`config.mk`:
```
export PLATFORM = sky130hd
export DESIGN_NAME = frame_parser
export DESIGN_NICKNAME = d
export VERILOG_FILES = /design/src/rtl/mhp_pkg.sv /design/src/rtl/frame_parser.sv
export SDC_FILE = /design/constraint.sdc
export NUM_CORES = 1
export LEC_CHECK = 0
export BUFFER_PORTS_ARGS = -buffer_cell sky130_fd_sc_hd__buf_2
export CORE_ASPECT_RATIO = 1.5
export CORE_MARGIN = 4
export CORE_UTILIZATION = 57
export DETAILED_ROUTE_END_ITERATION = 7
export PLACE_DENSITY = 0.83
export SYNTH_ARGS = -nofsm -noshare
export SYNTH_HDL_FRONTEND = slang
export SYNTH_SLANG_ARGS = --single-unit
```
`constraint.sdc`:
```
create_clock -name i_clk -period 32.6 [get_ports i_clk]
set_input_delay 1.63 -clock i_clk [delete_from_list [all_inputs] [get_ports i_clk]]
set_output_delay 1.63 -clock i_clk [all_outputs]
set_load 0.005 [all_outputs]
```
`src/rtl/mhp_pkg.sv`:
```
// rtl/mhp_pkg.sv - shared MHP frame constants, header offsets and parser state encoding
// Purpose: common definitions for frame_assembly / frame_parser.
// Ports: none (package).
package mhp_pkg;

  localparam int HDR_BYTES     = 7;
  localparam int PAYLOAD_BYTES = 42;

  // Big-endian header byte offsets.
  localparam int DST_OFS  = 0;
  localparam int SRC_OFS  = 2;
  localparam int SIZE_OFS = 4;
  localparam int CTRL_OFS = 6;

  localparam logic [6:0] TYPE_PING = 7'h3;

  typedef enum logic [2:0] {
    ST_IDLE,
    ST_HDR,
    ST_PAY,
    ST_DONE,
    ST_WAIT
  } state_e;

endpackage

```
`src/rtl/frame_parser.sv`:
```
// rtl/frame_parser.sv - drains one MHP frame from the RX FIFO and presents decoded fields
// Purpose: read header + payload bytes, unpack dst/src/size/dir/type/payload,
//          hold them with o_valid until i_ack.
// Ports:
//   i_clk, i_rst        clock, async active-high reset
//   i_rdata, i_rready   RX FIFO byte (valid cycle after o_rreq) and not-empty flag
//   o_rreq              registered one-byte read request
//   o_dst/o_src/o_size  header fields
//   o_dir/o_type        control byte split
//   o_payload           payload, byte 0 in the top byte lane
//   o_valid, i_ack      frame handshake
//   o_err               one-cycle pulse when size exceeds payload capacity
module frame_parser #(
  parameter int PAYLOAD_BYTES = mhp_pkg::PAYLOAD_BYTES
) (
  input  logic                       i_clk,
  input  logic                       i_rst,
  input  logic [7:0]                 i_rdata,
  input  logic                       i_rready,
  output logic                       o_rreq,
  output logic [15:0]                o_dst,
  output logic [15:0]                o_src,
  output logic [15:0]                o_size,
  output logic                       o_dir,
  output logic [6:0]                 o_type,
  output logic [8*PAYLOAD_BYTES-1:0] o_payload,
  output logic                       o_valid,
  input  logic                       i_ack,
  output logic                       o_err
);
  import mhp_pkg::ST_IDLE;
  import mhp_pkg::ST_HDR;
  import mhp_pkg::ST_PAY;
  import mhp_pkg::ST_DONE;
  import mhp_pkg::ST_WAIT;
  import mhp_pkg::state_e;
  import mhp_pkg::HDR_BYTES;
  import mhp_pkg::DST_OFS;
  import mhp_pkg::SRC_OFS;
  import mhp_pkg::SIZE_OFS;
  import mhp_pkg::CTRL_OFS;

  localparam int PW = 8 * PAYLOAD_BYTES;

  state_e          state_q, state_d;
  logic            rreq_q, rreq_d;
  logic            rd_pend_q, rd_pend_d;
  logic [16:0]     req_cnt_q, req_cnt_d;
  logic [16:0]     rx_cnt_q, rx_cnt_d;
  logic [15:0]     dst_q, dst_d;
  logic [15:0]     src_q, src_d;
  logic [15:0]     size_q, size_d;
  logic [7:0]      ctrl_q, ctrl_d;
  logic [PW-1:0]   payload_q, payload_d;
  logic            valid_q, valid_d;
  logic            err_q, err_d;

  logic [16:0]     full_len;
  logic [16:0]     req_limit;
  logic [16:0]     pay_idx;
  logic [16:0]     lane;
  logic [PW-1:0]   byte_ext;

  // Size is only trustworthy once bytes 4 and 5 are in (rx_cnt >= 6); before
  // that the request limit is the fixed header length.
  assign full_len  = 17'(HDR_BYTES) + {1'b0, size_q};
  assign req_limit = (rx_cnt_q > 17'd5) ? full_len : 17'(HDR_BYTES);
  assign pay_idx   = rx_cnt_q - 17'(HDR_BYTES);
  assign lane      = 17'(PAYLOAD_BYTES - 1) - pay_idx;
  assign byte_ext  = PW'(i_rdata);

  always_comb begin
    state_d   = state_q;
    rreq_d    = 1'b0;
    rd_pend_d = rreq_q;
    req_cnt_d = req_cnt_q;
    rx_cnt_d  = rx_cnt_q;
    dst_d     = dst_q;
    src_d     = src_q;
    size_d    = size_q;
    ctrl_d    = ctrl_q;
    payload_d = payload_q;
    valid_d   = valid_q;
    err_d     = 1'b0;

    if ((state_q == ST_HDR || state_q == ST_PAY) && i_rready && (req_cnt_q < req_limit)) begin
      rreq_d    = 1'b1;
      req_cnt_d = req_cnt_q + 17'd1;
    end

    case (state_q)
      ST_IDLE: begin
        payload_d = '0;
        req_cnt_d = '0;
        rx_cnt_d  = '0;
        if (i_rready && !valid_q) state_d = ST_HDR;
      end
      ST_HDR: begin
        if (rd_pend_q) begin
          rx_cnt_d = rx_cnt_q + 17'd1;
          case (rx_cnt_q)
            17'(DST_OFS):      dst_d[15:8]  = i_rdata;
            17'(DST_OFS + 1):  dst_d[7:0]   = i_rdata;
            17'(SRC_OFS):      src_d[15:8]  = i_rdata;
            17'(SRC_OFS + 1):  src_d[7:0]   = i_rdata;
            17'(SIZE_OFS):     size_d[15:8] = i_rdata;
            17'(SIZE_OFS + 1): size_d[7:0]  = i_rdata;
            17'(CTRL_OFS): begin
              ctrl_d  = i_rdata;
              state_d = (size_q == 16'd0) ? ST_DONE : ST_PAY;
            end
            default: ;
          endcase
        end
      end
      ST_PAY: begin
        if (rd_pend_q) begin
          rx_cnt_d = rx_cnt_q + 17'd1;
          // Payload was zeroed in IDLE, so OR-ing the byte into its lane is enough.
          if (pay_idx < 17'(PAYLOAD_BYTES)) payload_d = payload_q | (byte_ext << {lane, 3'b000});
          if (rx_cnt_q + 17'd1 == full_len) state_d = ST_DONE;
        end
      end
      ST_DONE: begin
        valid_d = 1'b1;
        err_d   = (size_q > 16'(PAYLOAD_BYTES));
        state_d = ST_WAIT;
      end
      ST_WAIT: begin
        if (i_ack) begin
          valid_d = 1'b0;
          state_d = ST_IDLE;
        end
      end
      default: state_d = ST_IDLE;
    endcase
  end

  always_ff @(posedge i_clk or posedge i_rst) begin
    if (i_rst) begin
      state_q   <= ST_IDLE;
      rreq_q    <= 1'b0;
      rd_pend_q <= 1'b0;
      req_cnt_q <= '0;
      rx_cnt_q  <= '0;
      dst_q     <= '0;
      src_q     <= '0;
      size_q    <= '0;
      ctrl_q    <= '0;
      payload_q <= '0;
      valid_q   <= 1'b0;
      err_q     <= 1'b0;
    end else begin
      state_q   <= state_d;
      rreq_q    <= rreq_d;
      rd_pend_q <= rd_pend_d;
      req_cnt_q <= req_cnt_d;
      rx_cnt_q  <= rx_cnt_d;
      dst_q     <= dst_d;
      src_q     <= src_d;
      size_q    <= size_d;
      ctrl_q    <= ctrl_d;
      payload_q <= payload_d;
      valid_q   <= valid_d;
      err_q     <= err_d;
    end
  end

  assign o_rreq    = rreq_q;
  assign o_dst     = dst_q;
  assign o_src     = src_q;
  assign o_size    = size_q;
  assign o_dir     = ctrl_q[7];
  assign o_type    = ctrl_q[6:0];
  assign o_payload = payload_q;
  assign o_valid   = valid_q;
  assign o_err     = err_q;

endmodule

```
# Word-level counts from Yosys, hierarchy flattened
# Index checks and enable logic that the tools add are counted.
dict set report word_totals {
  in_bits 12
  wordCells 89
  regBits 433
}
dict set report op_classes {
  n_eq_ne 19
  shifts 1
  reduce_logical 24
  n_mux 20
  bitwise 1
  n_lt_le_gt_ge 4
  n_addsub 5
}
# operator n
set ops {}
lappend ops {{two-way mux 336 bit} 2}
lappend ops {{one-hot mux 336 bit (2 select lines)} 1}
lappend ops {{bitwise OR 336 bit} 1}
lappend ops {{left shift 8 x 20 -> 336 bit} 1}
lappend ops {{two-way mux 17 bit} 4}
lappend ops {{equality test 17 x 3 -> 1 bit (second input constant)} 3}
lappend ops {{adder 17 x 1 -> 17 bit (second input constant)} 2}
lappend ops {{equality test 17 x 2 -> 1 bit (second input constant)} 2}
lappend ops {{one-hot mux 17 bit (2 select lines)} 1}
lappend ops {{AND reduction 3 bit} 8}
lappend ops {{two-way mux 3 bit} 6}
lappend ops {{adder 3 x 16 -> 17 bit (first input constant)} 1}
lappend ops {{equality test 17 x 1 -> 1 bit (second input constant)} 1}
lappend ops {{equality test 17 bit} 1}
lappend ops {{greater-than comparator 17 x 3 -> 1 bit (second input constant)} 1}
lappend ops {{zero test 17 bit} 1}
lappend ops {{less-than comparator 17 bit} 1}
lappend ops {{less-than comparator 17 x 6 -> 1 bit (second input constant)} 1}
lappend ops {{subtractor 17 x 3 -> 17 bit (second input constant)} 1}
lappend ops {{subtractor 6 x 17 -> 17 bit (first input constant)} 1}
lappend ops {{greater-than comparator 16 x 6 -> 1 bit (second input constant)} 1}
lappend ops {{zero test 16 bit} 1}
lappend ops {{one-hot mux 3 bit (5 select lines)} 1}
lappend ops {{inequality test 2 x 1 -> 1 bit (second input constant)} 4}
lappend ops {{other kinds (14)} 27}

# Depth between registers and ports, before layout
# Gate-level depths: netlist (run 1).
dict set report depth {
  ltp_word 7
  mapped_depth 18
}

# Worst setup path before layout (run 1)
# Ideal clock, no wire load.
dict set report synth_path {
  kind {register to register}
  from {reg rx_cnt_q[0]}
  to {reg payload_q[128], in the netlist o_payload[128]}
  required_time_ps 32523
  n_path_buf 5
  stages_incl_launch_ff 18
  setup_time_ps 77
  slack_ps 28466
  t_arrival_ps 4057
  period_less_slack_ps 4134
  cell_sequence {dfrtp_1 clkbuf_1 inv_1 ha_1 clkbuf_1 inv_1 ha_1 a31oi_1 nor2_1 o32ai_1 nor4_1 or3_1 a211oi_2 nand4b_1 buf_2 buf_4 buf_2 o21ai_1}
}
dict set report synth_between {
  elab_chain_cells 7
}
# element line
set synth_lines {}
lappend synth_lines {{from (decl)} frame_parser.sv:49} ;# logic [16:0] rx_cnt_q, rx_cnt_d;
lappend synth_lines {{from (signal assigned)} frame_parser.sv:158} ;# rx_cnt_q <= rx_cnt_d;
lappend synth_lines {{subtractor 17 x 3 -> 17 bit *} frame_parser.sv:68} ;# assign pay_idx = rx_cnt_q - 17'(HDR_BYTES);
lappend synth_lines {{subtractor 6 x 17 -> 17 bit} frame_parser.sv:69} ;# assign lane = 17'(PAYLOAD_BYTES - 1) - pay_idx;
lappend synth_lines {{left shift 8 x 20 -> 336 bit} frame_parser.sv:120} ;# if (pay_idx < 17'(PAYLOAD_BYTES)) payload_d = payload_q | (byte_ext << {lane, 3'b000});
lappend synth_lines {{bitwise OR 336 bit} frame_parser.sv:120}
lappend synth_lines {{two-way mux 336 bit} frame_parser.sv:120}
lappend synth_lines {{two-way mux 336 bit} frame_parser.sv:117} ;# if (rd_pend_q) begin
lappend synth_lines {{one-hot mux 336 bit (2 select lines)} frame_parser.sv:91} ;# case (state_q)
lappend synth_lines {{to (signal assigned)} frame_parser.sv:163} ;# payload_q <= payload_d;
lappend synth_lines {{to (decl)} frame_parser.sv:54} ;# logic [PW-1:0] payload_q, payload_d;
# Mark *: on every way between the ends. The rest lies on a longest branch, timed or not. The select of a mux whose other input is x is not followed.
# A chain may end at the register's enable or synchronous reset.

# Worst setup path after layout (run 1)
dict set report layout_path {
  from {reg rx_cnt_q[0]}
  to {reg payload_q[72], in the netlist o_payload[72]}
}
# Same word-level chain as after synthesis.

==> results of run 1 <==
==> area by class of cell <==
class                   count  share of cell area
clock buffers              52              0.0502
clock inverters            20              0.0102
inverters                  15             0.00284
multi-input cells        1329               0.335
flip-flops and latches    433               0.482
well taps                 415              0.0231
repair buffers            424              0.0969
==> worst max-delay path by stage <==
stage / startpoint / to / slack (ns)
2_1_floorplan: i_rst / ctrl_q[0] / 18.91
5_1_grt: rx_cnt_q[0] / o_payload[55] / 26.37
4_1_cts: rx_cnt_q[0] / o_payload[72] / 26.96
3_5_place_dp: rx_cnt_q[0] / o_payload[72] / 27.02
6_report: rx_cnt_q[0] / o_payload[72] / 26.78
3_3_place_gp: rx_cnt_q[0] / o_payload[70] / 27.29
==> routing by layer <==
metal	track usage	up-vias
met3	0.0669	198
met1	0.388	7969
met2	0.542	802
met4	0.163	0
li1	-	7216
met5	0	-
==> cell families after synthesis <==
group / count (synthesis) / share of synthesized area
simple gates: 717 / 0.168
compound gates: 467 / 0.146
flops: 433 / 0.571
buf+inv: 162 / 0.0344
mux: 62 / 0.0365
xor+xnor: 58 / 0.0275
fa+ha+maj: 25 / 0.0165
==> sequential cells by signal, summed over array words and instances, names as in the netlist <==
name,count
rx_cnt_q,17
o_size,16
o_src,16
o_rreq,1
state_q,3
o_payload,336
rd_pend_q,1
o_valid,1
o_err,1
o_dst,16
req_cnt_q,17
ctrl_q,8
==> tightest hold or removal path: stages, from the launching register on <==
cell and delay (ns):
sky130_fd_sc_hd__dfrtp_1 0.34, sky130_fd_sc_hd__nand2_1 0.06, sky130_fd_sc_hd__o21ai_2 0.05
==> power by group through the flow <==
stage	Clock, W	Combinational (W)	Sequential [W]
finish	0.000485	0.0000257	0.000540
global route	0.000513	0.0000281	0.000540
CTS	0.000490	0.0000259	0.000540
global placement	0	0.0000255	0.000550
detailed placement	0	0.0000258	0.000550
floorplan	0	0.0000156	0.000550
==> through the flow <==
stage	std cells	worst slack, ns	area, um^2
finish	2688	26.78	22500
global route	2688	26.37	22500
global placement	2616	27.29	21100
detailed placement	2616	27.02	21100
floorplan	1924	18.91	19000
CTS	2688	26.96	22500
==> cells in the final DEF (no fill, tap or decap), types with 16 or more instances in the layout <==
master | synthesis | final
sky130_fd_sc_hd__o21ai_0 | 272 | 272
sky130_fd_sc_hd__mux2_2 | 58 | 58
sky130_fd_sc_hd__clkbuf_16 | 0 | 42
sky130_fd_sc_hd__nand2_1 | 470 | 470
sky130_fd_sc_hd__buf_2 | 12 | 406
sky130_fd_sc_hd__nand4_1 | 16 | 16
sky130_fd_sc_hd__o21ai_2 | 70 | 70
sky130_fd_sc_hd__nor2_1 | 33 | 33
sky130_fd_sc_hd__nand3_1 | 76 | 76
sky130_fd_sc_hd__dfrtp_1 | 433 | 433
sky130_fd_sc_hd__o21ai_1 | 30 | 30
sky130_fd_sc_hd__ha_1 | 25 | 25
sky130_fd_sc_hd__nor3_1 | 20 | 17
sky130_fd_sc_hd__xnor2_1 | 40 | 40
sky130_fd_sc_hd__buf_4 | 8 | 17
sky130_fd_sc_hd__xor2_1 | 17 | 17
sky130_fd_sc_hd__a21oi_1 | 34 | 34
==> metrics list, run 1 <==
- At the worst endpoint, the arrival time is 6.18 ns.
- Highest attainable clock frequency: 0.172 GHz
- The first global-routing pass estimated 91.8 mm of wire.
- Antenna violations before repair: 0
* Clock network latency to the later pin of the worst-skew pair: 0.55 ns
- The wire-length estimate of the detail-placed layout is 40.0 mm.
* Area growth from synthesis to final layout: 18.5%
* Crit share post-route: 0.178
* First-pass DRT Iterations: 5
- The share of synthesized area in the top cell type comes to 0.571.
- Pin placement for this block handled 407 I/O pins.
- Worst path depth: 14
- Leakage power of the design: 11.1 nW
* Remaining number of nets flagged by the antenna check after routing: 0
- For this configuration, the core starts out at a cell density of 0.580.
* Post-synthesis instance total: 1924
- The tightest min-delay check is of the flop to flop type.
- On the critical path the largest part of the delay comes from buffers and inverters.
- Final Net Count: 2280
- Cell types with the largest area share after synthesis: sky130_fd_sc_hd__dfrtp_1 (57%), sky130_fd_sc_hd__nand2_1 (9.3%), sky130_fd_sc_hd__o21ai_0 (7.2%)
- Wires add up to 59.1 mm.
- The number of global-route vias before repair is 16149.
* Grt ovf: 0
- The share of total power dissipated in combinational logic is 0.024.
- Of all nets on the critical path, the largest fanout is 62.
* Final critical delay including setup and external delays: 5.82 ns
- Uppermost signal routing layer after detailed routing: met4
* Peak per-stage delay on the critical path: 0.67 ns
- The worst setup path is captured at a flop.
* Area occupied by multi-input gates: 7540 um^2
* Fraction of the core area covered by cells at the end of the flow: 0.687
- After synthesis the cells add up to 19000 um^2.
* Async S/R FF share, synth: 1.00
- CTS placed an instance of sky130_fd_sc_hd__clkbuf_16 at the clock tree root.
- Of the total power, the clock network draws 0.461.
- Critical Setup Path Class: flop to flop
- Measured against its own limit, the worst slew margin works out to 0.156.
- The share of total power dissipated in sequential elements is 0.514.
* Total GRT Usage: 0.321
- For this block, wires on met1 add up to 20.8 mm.
- Number of buffers added for setup after CTS: 0
- Setup repair after global routing left no endpoint under its margin.
* Power Density: 46.7 nW/um^2
- Clock skew on the completed layout was measured at 0.0263 ns.
- The filler cells instantiated in the layout total 2404.
* Syn_area_per_cell: 9.87 um^2
* Die Y: 232 um
- Hold violation count in the final report: 0
* Number of antenna diodes: 0
* Cts-stage hold buffer count: 0
- Flip-flop and latch area: 10800 um^2
- For this run, the number of Yosys warnings is 0.
* Max_cap viols: 0
- Among all stages on the critical path, the largest delay is contributed by sky130_fd_sc_hd__dfrtp_1.
- DR WL met3: 4.84 mm
- Worst Hold Path Cells: 2
* Final Setup Violations: 0
* Most instantiated flip-flop cell in the synthesis netlist: sky130_fd_sc_hd__dfrtp_1
- Dividing the detail-routed via count by the number of cells gives 6.02.
- DIE AREA: 36400 um^2
- The total area inside the core boundary comes to 32700 um^2.
- The worst setup path is launched from a flop.
- Cell taking the most area after synthesis: sky130_fd_sc_hd__dfrtp_1
- Of the total power, the share spent switching nets is 0.218.
- Counting every sink on the clock net gives 433.
* Worst-margin pin slew: 1.26 ns
- Of the synthesized area, sequential elements account for 0.571.
- Critical path cell sequence: inv_1 > ha_1 > inv_1 > ha_1 > a31oi_1 > nor2_1 > o32ai_1 > nor4_1 > a21oi_1 > nor3b_1 > nand4_1 > buf_4 > buf_4 > o21ai_0
- Routability-driven placement finished with a final weighted congestion of 0.909.
- Measured in cells, the most critical reg-to-reg path has a length of 14.
- For hold timing, the worst endpoint is o_payload[313].
- Worst endpoint required time: 32.97 ns
- Number of unique standard cell types used by synthesis: 63
- Sum Neg Setup Slack: 0 ns
* Met2 routed WL: 29.7 mm
- The completed layout was analyzed and its total power is 0.00105 W.
* Share of final-layout standard cells stronger than drive strength 1: 0.280
- NetSw: 0.000229 W
* Post-DR wirelength/cell: 22.0 um
- For flop-to-flop paths, the worst setup slack is 26.78 ns.
- H-tree level count: 2
- Final number of max-transition violations: 0
- Commonest cells in the netlist: sky130_fd_sc_hd__nand2_1 (470), sky130_fd_sc_hd__dfrtp_1 (433), sky130_fd_sc_hd__o21ai_0 (272)
* Number of design rule violations left after detail routing: 0
- The floorplan has 81 rows.
- Detailed-route via count: 16185
* Count of buffering cells on the critical path with inverters included: 4
- Net count after synthesis: 1961
- Hold timing on the final database bottoms out at a slack of 0.472 ns.
* Count of buffers inserted at the top-level ports: 406
* Clock tree from TritonCTS: yes
- After clock tree synthesis, the clock-pin slew on the worst setup and hold paths is 0.07 ns.
- For this block, the initial DRC count from the detailed router was 1177.
* Origin of the worst min-delay path: o_payload[313]
- The flow ran to the end, and the final reports show no timing, DRC or antenna violations.
* Number of gates resized after cts: 0
* Num CTS Buffers: 40
* Count of flip-flops with a built-in enable after synthesis: 0
- The synthesized design contains 433 register bits.
* Reg2reg end: o_payload[72]
- Across the VDD grid, the largest voltage drop is 0.0452 mV.
- The worst register-to-register path begins at rx_cnt_q[0].
- DIE WIDTH: 157 um
- Largest net degree at the start of global routing: 267
- The internal portion of the total power is 0.000822 W.
- Number of buffers on the longest clock path: 3
- In the post-synthesis netlist, the cell with the most instances is sky130_fd_sc_hd__nand2_1.
(Power assumes the default switching activity.)
==> inputs of run 2 (changes only) <==
Settings changed: ABC_AREA from default to 1, CORE_UTILIZATION 57 to 51, PLACE_DENSITY 0.83 to 0.77.
Clock period 32.6 ns to 4.78 ns, I/O delays scaled along.
==> metrics list, run 2 <==
* Result of the run: finished clean
- The core area was 41900 um^2 (+28%).
- Max_cap viols: 0 (unchanged)
- TritonCTS built the clock tree.
* Number of gates resized after cts: 0 (unchanged)
* Fraction of the core area covered by cells at the end of the flow: 0.607 (-0.0804)
* Number of flip-flops under the largest register name: 336 (unchanged)
* Number of buffers on the longest clock path: 3 (unchanged)
- The leakage power figure came to 12.1 nW (+9.0%).
- The count of buffers inserted at the top-level ports came to 406 (unchanged).
- The cell area after technology mapping came to 21500 um^2 (+13%).
- The internal cell power is 0.00636 W (+670%).
- Worst-margin pin slew: 1.15 ns (-0.108 ns)
- Category of cells accounting for the largest share of critical-path delay: simple AND/OR/NAND/NOR gates
- Comb power frac: 0.311 (+0.287)
* DIE AREA: 45700 um^2 (+26%)
* Proportion of netlist area held by the largest area contributor: 0.503 (-0.0678)
- The areal power density over the cells was 421 nW/um^2 (+800%).
* Arrival time at the worst endpoint: 4.72 ns (-1.46 ns)
* DRT iter0 DRCs: 1780 (+51%)
- STA classifies the critical path startpoint as a flop.
- Final critical delay including setup and external delays: 4.28 ns (-1.53 ns)
- The proportion of register bits with asynchronous set or reset after synthesis came to 1.00 (unchanged).
- The mean area per synthesized cell was 8.87 um^2 (-10%).
- Leading cell type in the layout, fill and taps excluded: sky130_fd_sc_hd__inv_1
- Most instantiated flip-flop cell in the synthesis netlist: sky130_fd_sc_hd__dfrtp_1
- Worst IR Drop VDD: 0.438 mV (+870%)
- Cell count after placement: 3267 (+25%)
- Cell taking the most area after synthesis: sky130_fd_sc_hd__dfrtp_1
- Unrepaired setup endpoints after global routing: no
- Area growth from synthesis to final layout: 18.0%
* Filler-free cell count of the finished design: 3342 (+24%)
- The largest stage delay on the critical path came to 0.45 ns (-0.22 ns).
- The largest individual stage delay along the critical path comes from the cell sky130_fd_sc_hd__dfrtp_1.
- Count of flip-flops with a built-in enable after synthesis: 0 (unchanged)
- Among all cell types in the netlist, the one instantiated most often is sky130_fd_sc_hd__inv_1.
- The peak fanout along the critical path is 8 (-87%).
* Antenna violations before repair: 0 (unchanged)
* Clock sinks: 433 (unchanged)
- The number of max-slew violations in the final report is 0 (unchanged).
- First-pass DRT Iterations: 5 (unchanged)
- Switching Share: 0.406 (+0.188)
* Hold violation count in the final report: 0 (unchanged)
- Final Setup Violations: 0 (unchanged)
- The final HPWL from detailed placement is 50.8 mm (+27%).
- Commonest cells in the netlist: sky130_fd_sc_hd__inv_1 (462), sky130_fd_sc_hd__dfrtp_1 (433), sky130_fd_sc_hd__a21oi_1 (354)
* NetSw: 0.00434 W (+1800%)
- Number of antenna diodes: 0 (unchanged)
* Worst setup timing slack at the placement stage: 0.569 ns (-26.45 ns)
- Clock-pin slew on the worst setup and hold paths: 0.07 ns (about the same)
- Clock network latency to the later pin of the worst-skew pair: 0.55 ns (about the same)
- The count of mapped cells out of synthesis was 2428 (+26%).
- The critical path required time is 5.21 ns (-27.76 ns).
* Cell types with the largest area share after synthesis: sky130_fd_sc_hd__dfrtp_1 (50%), sky130_fd_sc_hd__a21oi_1 (8.2%), sky130_fd_sc_hd__inv_1 (8.0%)
* Starting Density: 0.514 (-0.0658)
- The pin count of the biggest net entering global routing is 148 (-45%).
- The net total in the final layout was 2785 (+22%).
* Seq/Total Area, Yosys: 0.503 (-0.0678)
- Share of power burned in the clock network: 0.320 (-0.141)
- The number of hold buffers added after cts came to 1 (+1).
- The number of library cell types mapped by synthesis was 46 (-27%).
- H-tree level count: 2 (unchanged)
- Critical Setup Path Class: flop to flop
* Synth Warn #: 0 (unchanged)
* Placed cell areas: 24000 um^2 (+14%)
- The combined global-route utilization of all metal layers came to 0.306 (-0.0147).
* Grt ovf: 0 (unchanged)
- Count of buffering cells on the critical path with inverters included: 3 (-1)
- The first-pass GRT wire length was 110 mm (+20%).
* Normalized max-slew margin: 0.234 (+0.0787)
- Number of buffers added for setup after CTS: 0 (unchanged)
- Highest-count cells in the layout ignoring fill and taps: sky130_fd_sc_hd__inv_1 (459), sky130_fd_sc_hd__dfrtp_1 (432), sky130_fd_sc_hd__buf_2 (406)
- Layout Skew: 0.0163 ns (-0.0100 ns)
* DIE WIDTH: 176 um (+12%)
- Crit share post-route: 0.896 (+0.718)
- The final estimated routing congestion in global placement came to 0.966 (+6.3%).
- Number of primary I/O pins: 407 (unchanged)
* Via count of the first global-routing pass: 18917 (+17%)
* Buffer cell driving the clock tree root: sky130_fd_sc_hd__clkbuf_16
* Area of all placed cells without fillers: 25400 um^2 (+13%)
- The average vias per placed instance came to 5.73 (-4.9%).
* Sequential group share of total power: 0.368 (-0.146)
- Critical path cell sequence: inv_1 > ha_1 > a21oi_1 > nand4_1 > nor2_1 > nand2_1 > o21ai_0 > o21ai_0 > or2_2 > ha_1 > nand2_1 > inv_1 > o21ai_0 > o211ai_1 > a21oi_1 > nand4_1 > nor2_1 > inv_1 > nor4_1 > and2_1 > nor2_1
* Post-synthesis register bit count: 433 (unchanged)
* Post-DR wirelength/cell: 21.6 um (-1.7%)
- The count of vias placed by the detailed router was 19137 (+18%).
* Routed wire length: 72.2 mm (+22%)
- Highest attainable clock frequency: 0.234 GHz (+36%)
- The number of placement rows came to 92 (+14%).
* Num CTS Buffers: 42 (+5.0%)
- Share of final-layout standard cells stronger than drive strength 1: 0.231 (-0.0487)
- Net count after synthesis: 2465 (+26%)
- Critical path capture point type: flop
* Setup slack of the critical path after layout: 0.498 ns (-26.29 ns)
* Die Y: 260 um (+12%)
- Number of design rule violations left after detail routing: 0 (unchanged)
- Class of the most critical hold timing path: input pin to flop
- The residual antenna-violating net count after detailed routing was 0 (unchanged).
run 2: cell types whose count changed after synthesis, moves of 148 or more:
cell                      change
sky130_fd_sc_hd__a21oi_1    +320
sky130_fd_sc_hd__inv_1      +447
sky130_fd_sc_hd__nand2_1    -276
sky130_fd_sc_hd__nand3_1    +148
sky130_fd_sc_hd__nand4_1    +172
sky130_fd_sc_hd__o21ai_0    -227
run 2: per-stage QoR:
stage               hold WS [ns]  setup TNS, ns  total power, W
finish                    0.0477              0          0.0107
global route              0.0837              0          0.0111
CTS                       0.0144              0          0.0107
detailed placement         0.244              0         0.00728
global placement           0.250              0         0.00725
floorplan                  0.376        -565.65         0.00628
run 2: worst reg2reg max path, cell delays in order (launching register included):
cell and delay, ns:
sky130_fd_sc_hd__dfrtp_1 0.45, sky130_fd_sc_hd__inv_1 0.15, sky130_fd_sc_hd__ha_1 0.25, sky130_fd_sc_hd__a21oi_1 0.30, sky130_fd_sc_hd__nand4_1 0.19, sky130_fd_sc_hd__nor2_1 0.17
sky130_fd_sc_hd__nand2_1 0.12, sky130_fd_sc_hd__o21ai_0 0.16, sky130_fd_sc_hd__o21ai_0 0.15, sky130_fd_sc_hd__or2_2 0.31, sky130_fd_sc_hd__ha_1 0.30, sky130_fd_sc_hd__nand2_1 0.07
sky130_fd_sc_hd__inv_1 0.03, sky130_fd_sc_hd__o21ai_0 0.14, sky130_fd_sc_hd__o211ai_1 0.11, sky130_fd_sc_hd__a21oi_1 0.12, sky130_fd_sc_hd__nand4_1 0.30, sky130_fd_sc_hd__nor2_1 0.28
sky130_fd_sc_hd__inv_1 0.12, sky130_fd_sc_hd__nor4_1 0.22, sky130_fd_sc_hd__and2_1 0.17, sky130_fd_sc_hd__nor2_1 0.04
run 2: logic make-up after synthesis:
family,count (synthesis),synth area share
mux,32,0.0149
simple gates,830,0.234
buf+inv,636,0.115
compound gates,435,0.104
xor+xnor,37,0.0150
flops,433,0.503
fa+ha+maj,25,0.0145
run 2: power by group through the flow:
stage / sequential (W) / clock [W] / combinational (W)
2_1_floorplan: 0.00400 / 0 / 0.00228
3_3_place_gp: 0.00399 / 0 / 0.00326
3_5_place_dp: 0.00400 / 0 / 0.00328
4_1_cts: 0.00394 / 0.00347 / 0.00329
5_1_grt: 0.00396 / 0.00361 / 0.00353
6_report: 0.00394 / 0.00343 / 0.00333
run 2: per-layer routing:
metal | GRT usage | wire, um
met3 | 0.0583 | 5460
met2 | 0.534 | 36900
met5 | 0 | 0
met4 | 0.180 | 5070
met1 | 0.349 | 24800
run 2: worst paths after layout:
check | startpoint | to | slack, ns | depth (start not counted)
setup / recovery | o_size[0] | req_cnt_q[15] | 0.50 | 21
hold / removal | i_ack | state_q[2] | 0.05 | 4
setup reg to reg | o_size[0] | req_cnt_q[15] | 0.50 | 21
hold reg to reg | o_rreq | rd_pend_q | 0.40 | 0
max in group asynchronous | i_rst | o_src[15] | 3.10 | 5
min in group asynchronous | i_rst | o_payload[105] | 0.23 | 3
run 2: area by class of cell:
cell class                 instances  area, um^2
clock buffer                      56        1210
clock inverter                    18         201
fill                            3637       16500
inverter                         473        1790
multi-input combinational       1359        8290
sequential                       433       10800
tap                              564         706
timing repair buffer             439        2390
==> inputs of run 3 (changes only) <==
Settings changed: CORE_UTILIZATION 51 to 45, PLACE_DENSITY 0.77 to 0.7.
==> metrics list, run 3 (synthesized netlist as in run 2, its figures left out) <==
- Max_cap viols: 0 (unchanged)
- Setup repair after global routing left no endpoint under its margin.
- Buffer cell driving the clock tree root: sky130_fd_sc_hd__clkbuf_16
- From synthesis to final layout, the design area changed by 18.2%.
- The residual DRC count was 0 (unchanged).
- Placed cell areas: 24000 um^2 (+0.12%)
* Share of power burned in the clock network: 0.320 (about the same)
- Core box area: 47600 um^2 (+14%)
- Category of cells accounting for the largest share of critical-path delay: simple AND/OR/NAND/NOR gates
- Met3 Resource Use GR: 0.0514 (-0.00691)
- Peak per-stage delay on the critical path: 0.40 ns (-0.05 ns)
- The count of vias placed by the detailed router came to 18795 (-1.8%).
* Worst-margin pin slew: 1.16 ns (+0.00778 ns)
* Comb power frac: 0.314 (+0.003)
* Origin of the worst min-delay path: i_rready
- Routed wire length: 73.3 mm (+1.4%)
* Total chip power: 0.0108 W (+0.76%)
- DIE AREA: 51500 um^2 (+13%)
- Count of buffers inserted at the top-level ports: 406 (unchanged)
* Hold Path Sink: state_q[1]
- The first-pass iteration count of the detailed router came to 5 (unchanged).
- The worst setup slack for register-to-register paths was 0.48 ns (-0.02 ns).
* Worst path depth: 21 (unchanged)
- The worst relative slew slack is 0.229 (-0.00519).
- The setup path with the least slack is of type flop to flop.
- Leakage power of the design: 12.1 nW (about the same)
* Final critical delay including setup and external delays: 4.30 ns (+0.0199 ns)
- TritonCTS built the clock tree.
- The data arrival time of the critical path is 4.75 ns (+0.03 ns).
- The net total in the final layout was 2785 (unchanged).
- NetSw: 0.00441 W (+1.5%)
- Switching Share: 0.409 (+0.00307)
- Number of antenna diodes: 0 (unchanged)
* Post-DR wirelength/cell: 21.7 um (+0.29%)
- The number of cells traversed by the worst register-to-register path is 21 (unchanged).
- Class of the most critical hold timing path: input pin to flop
* Num CTS Buffers: 43 (+2.4%)
- Leading cell type in the layout, fill and taps excluded: sky130_fd_sc_hd__inv_1
- The internal cell power came to 0.00637 W (+0.24%).
- The first-pass GRT wire length was 112 mm (+1.7%).
* Grt ovf: 0 (unchanged)
* Clock sinks: 433 (unchanged)
* Met1 track demand over resource: 0.318 (-0.0304)
* Cell count after placement: 3301 (+1.0%)
* Die Y: 276 um (+6.3%)
* Number of buffers on the longest clock path: 3 (unchanged)
- Area of all placed cells without fillers: 25500 um^2 (+0.19%)
- Count of buffering cells on the critical path with inverters included: 3 (unchanged)
- The share of the cycle needed by the critical path after routing came to 0.900 (+0.00417).
- Final number of max-transition violations: 0 (unchanged)
- CP max FO: 9 (+1)
* Result of the run: finished clean
- Number of vias per cell after detailed routing: 5.56 (-2.9%)
- Highest-count cells in the layout ignoring fill and taps: sky130_fd_sc_hd__inv_1 (459), sky130_fd_sc_hd__dfrtp_1 (432), sky130_fd_sc_hd__buf_2 (406)
* Number of core rows: 98 (+6.5%)
- The critical path required time is 5.23 ns (+0.02 ns).
- The total I/O pin count is 407 (unchanged).
- Filler-free cell count of the finished design: 3380 (+1.1%)
- Clock-pin slew on the worst setup and hold paths: 0.07 ns (about the same)
- Number of flip-flops under the largest register name: 336 (unchanged)
- The total number of H-tree levels came to 2 (unchanged).
* Critical path cell sequence: inv_1 > ha_1 > a21oi_1 > nand4_1 > nor2_1 > nand2_1 > o21ai_0 > o21ai_0 > or2_2 > ha_1 > nand2_1 > inv_1 > o21ai_0 > o211ai_1 > a21oi_1 > nand4_1 > nor2_1 > inv_1 > nor4_1 > and2_1 > nor2_1
- Share of final-layout standard cells stronger than drive strength 1: 0.231 (-0.000526)
* M2 GR Usage: 0.491 (-0.0425)
- Final Setup Violations: 0 (unchanged)
- Hold violation count in the final report: 0 (unchanged)
- The worst register-to-register path begins at o_size[0].
- RD Place Congestion: 0.946 (-2.1%)
- Critical path capture point type: flop
- The starting utilization of the core area came to 0.453 (-0.0613).
- The endpoint identified for the worst register-to-register timing path is req_cnt_q[15].
- Total GRT Usage: 0.274 (-0.0320)
* DRT iter0 DRCs: 1611 (-9.5%)
- Worst Hold Path Cells: 7 (+3)
- The pin count of the biggest net entering global routing came to 187 (+26%).
* Layout Skew: 0.0159 ns (-0.000353 ns)
- Power Density: 423 nW/um^2 (+0.57%)
- Highest attainable clock frequency: 0.232 GHz (-0.46%)
- The clock insertion delay at the later pin of the skew report came to 0.57 ns (+0.02 ns).
- The filler cell count was 4378 (+20%).
- DIE WIDTH: 187 um (+6.2%)
* Detail Placement HPWL: 51.4 mm (+1.2%)
* Worst path slowest cell: sky130_fd_sc_hd__dfrtp_1
- The maximum vdd ir drop came to 0.363 mV (-17%).
- Antenna violations before repair: 0 (unchanged)
- Via count of the first global-routing pass: 18506 (-2.2%)
- Remaining number of nets flagged by the antenna check after routing: 0 (unchanged)
* Worst setup SP type: flop
* Layer with the highest usage after global routing: met2
- The fraction of power consumed by sequential logic is 0.366 (-0.002).
[run 3: cell type report]
class	count	area, um^2	share of cell area
inverter	473	1790	0.0702
clock buffer	59	1250	0.0490
clock inverter	18	176	0.00692
multi-input combinational	1359	8290	0.325
tap	600	751	0.0295
timing repair buffer	438	2390	0.0938
sequential	433	10800	0.425
[run 3: worst reg2reg max path: stages (launching register included)]
cell and delay, ns:
sky130_fd_sc_hd__dfrtp_1 0.40, sky130_fd_sc_hd__inv_1 0.13, sky130_fd_sc_hd__ha_1 0.25, sky130_fd_sc_hd__a21oi_1 0.28, sky130_fd_sc_hd__nand4_1 0.21, sky130_fd_sc_hd__nor2_1 0.18, sky130_fd_sc_hd__nand2_1 0.13, sky130_fd_sc_hd__o21ai_0 0.18
sky130_fd_sc_hd__o21ai_0 0.15, sky130_fd_sc_hd__or2_2 0.30, sky130_fd_sc_hd__ha_1 0.30, sky130_fd_sc_hd__nand2_1 0.06, sky130_fd_sc_hd__inv_1 0.03, sky130_fd_sc_hd__o21ai_0 0.14, sky130_fd_sc_hd__o211ai_1 0.11, sky130_fd_sc_hd__a21oi_1 0.12
sky130_fd_sc_hd__nand4_1 0.31, sky130_fd_sc_hd__nor2_1 0.30, sky130_fd_sc_hd__inv_1 0.13, sky130_fd_sc_hd__nor4_1 0.25, sky130_fd_sc_hd__and2_1 0.19, sky130_fd_sc_hd__nor2_1 0.04
[run 3: how the worst max path moves through the flow]
stage,slack [ns],end,start
2_1_floorplan,-1.31,ctrl_q[0],i_rst
3_3_place_gp,0.72,req_cnt_q[9],o_size[0]
3_5_place_dp,0.58,req_cnt_q[15],o_size[0]
4_1_cts,0.55,req_cnt_q[15],o_size[0]
5_1_grt,0.001,req_cnt_q[15],o_size[0]
6_report,0.48,req_cnt_q[15],o_size[0]
[run 3: power groups by stage]
stage | clock (W) | sequential [W] | combinational, W
floorplan | 0 | 0.00400 | 0.00228
global placement | 0 | 0.00401 | 0.00334
detailed placement | 0 | 0.00401 | 0.00336
CTS | 0.00350 | 0.00395 | 0.00337
global route | 0.00366 | 0.00396 | 0.00361
finish | 0.00345 | 0.00395 | 0.00338
[run 3: routing by layer]
metal | up-vias | routed length [um]
li1 | 8643 | -
met1 | 9275 | 26600
met2 | 700 | 38200
met3 | 177 | 4690
met4 | 0 | 3800
met5 | - | 0
[run 3: what timing repair did]
| item | in CTS | in global routing |
|---|---|---|
| hold buffers | 2 | 0 |
| resized for setup | 0 | 0 |
| hold endpoints to repair | 35 | 0 |
| setup buffers | 0 | 0 |
[run 3: through the flow]
step	hold slack (ns)	setup slack (ns)	utilization	TNS [ns]
6_report	0.211	0.478	0.535	0
2_1_floorplan	0.376	-1.31	-	-565.65
4_1_cts	0.188	0.550	0.535	0
3_5_place_dp	0.388	0.578	0.505	0
5_1_grt	0.210	0.00129	0.535	0
3_3_place_gp	0.399	0.723	0.505	0
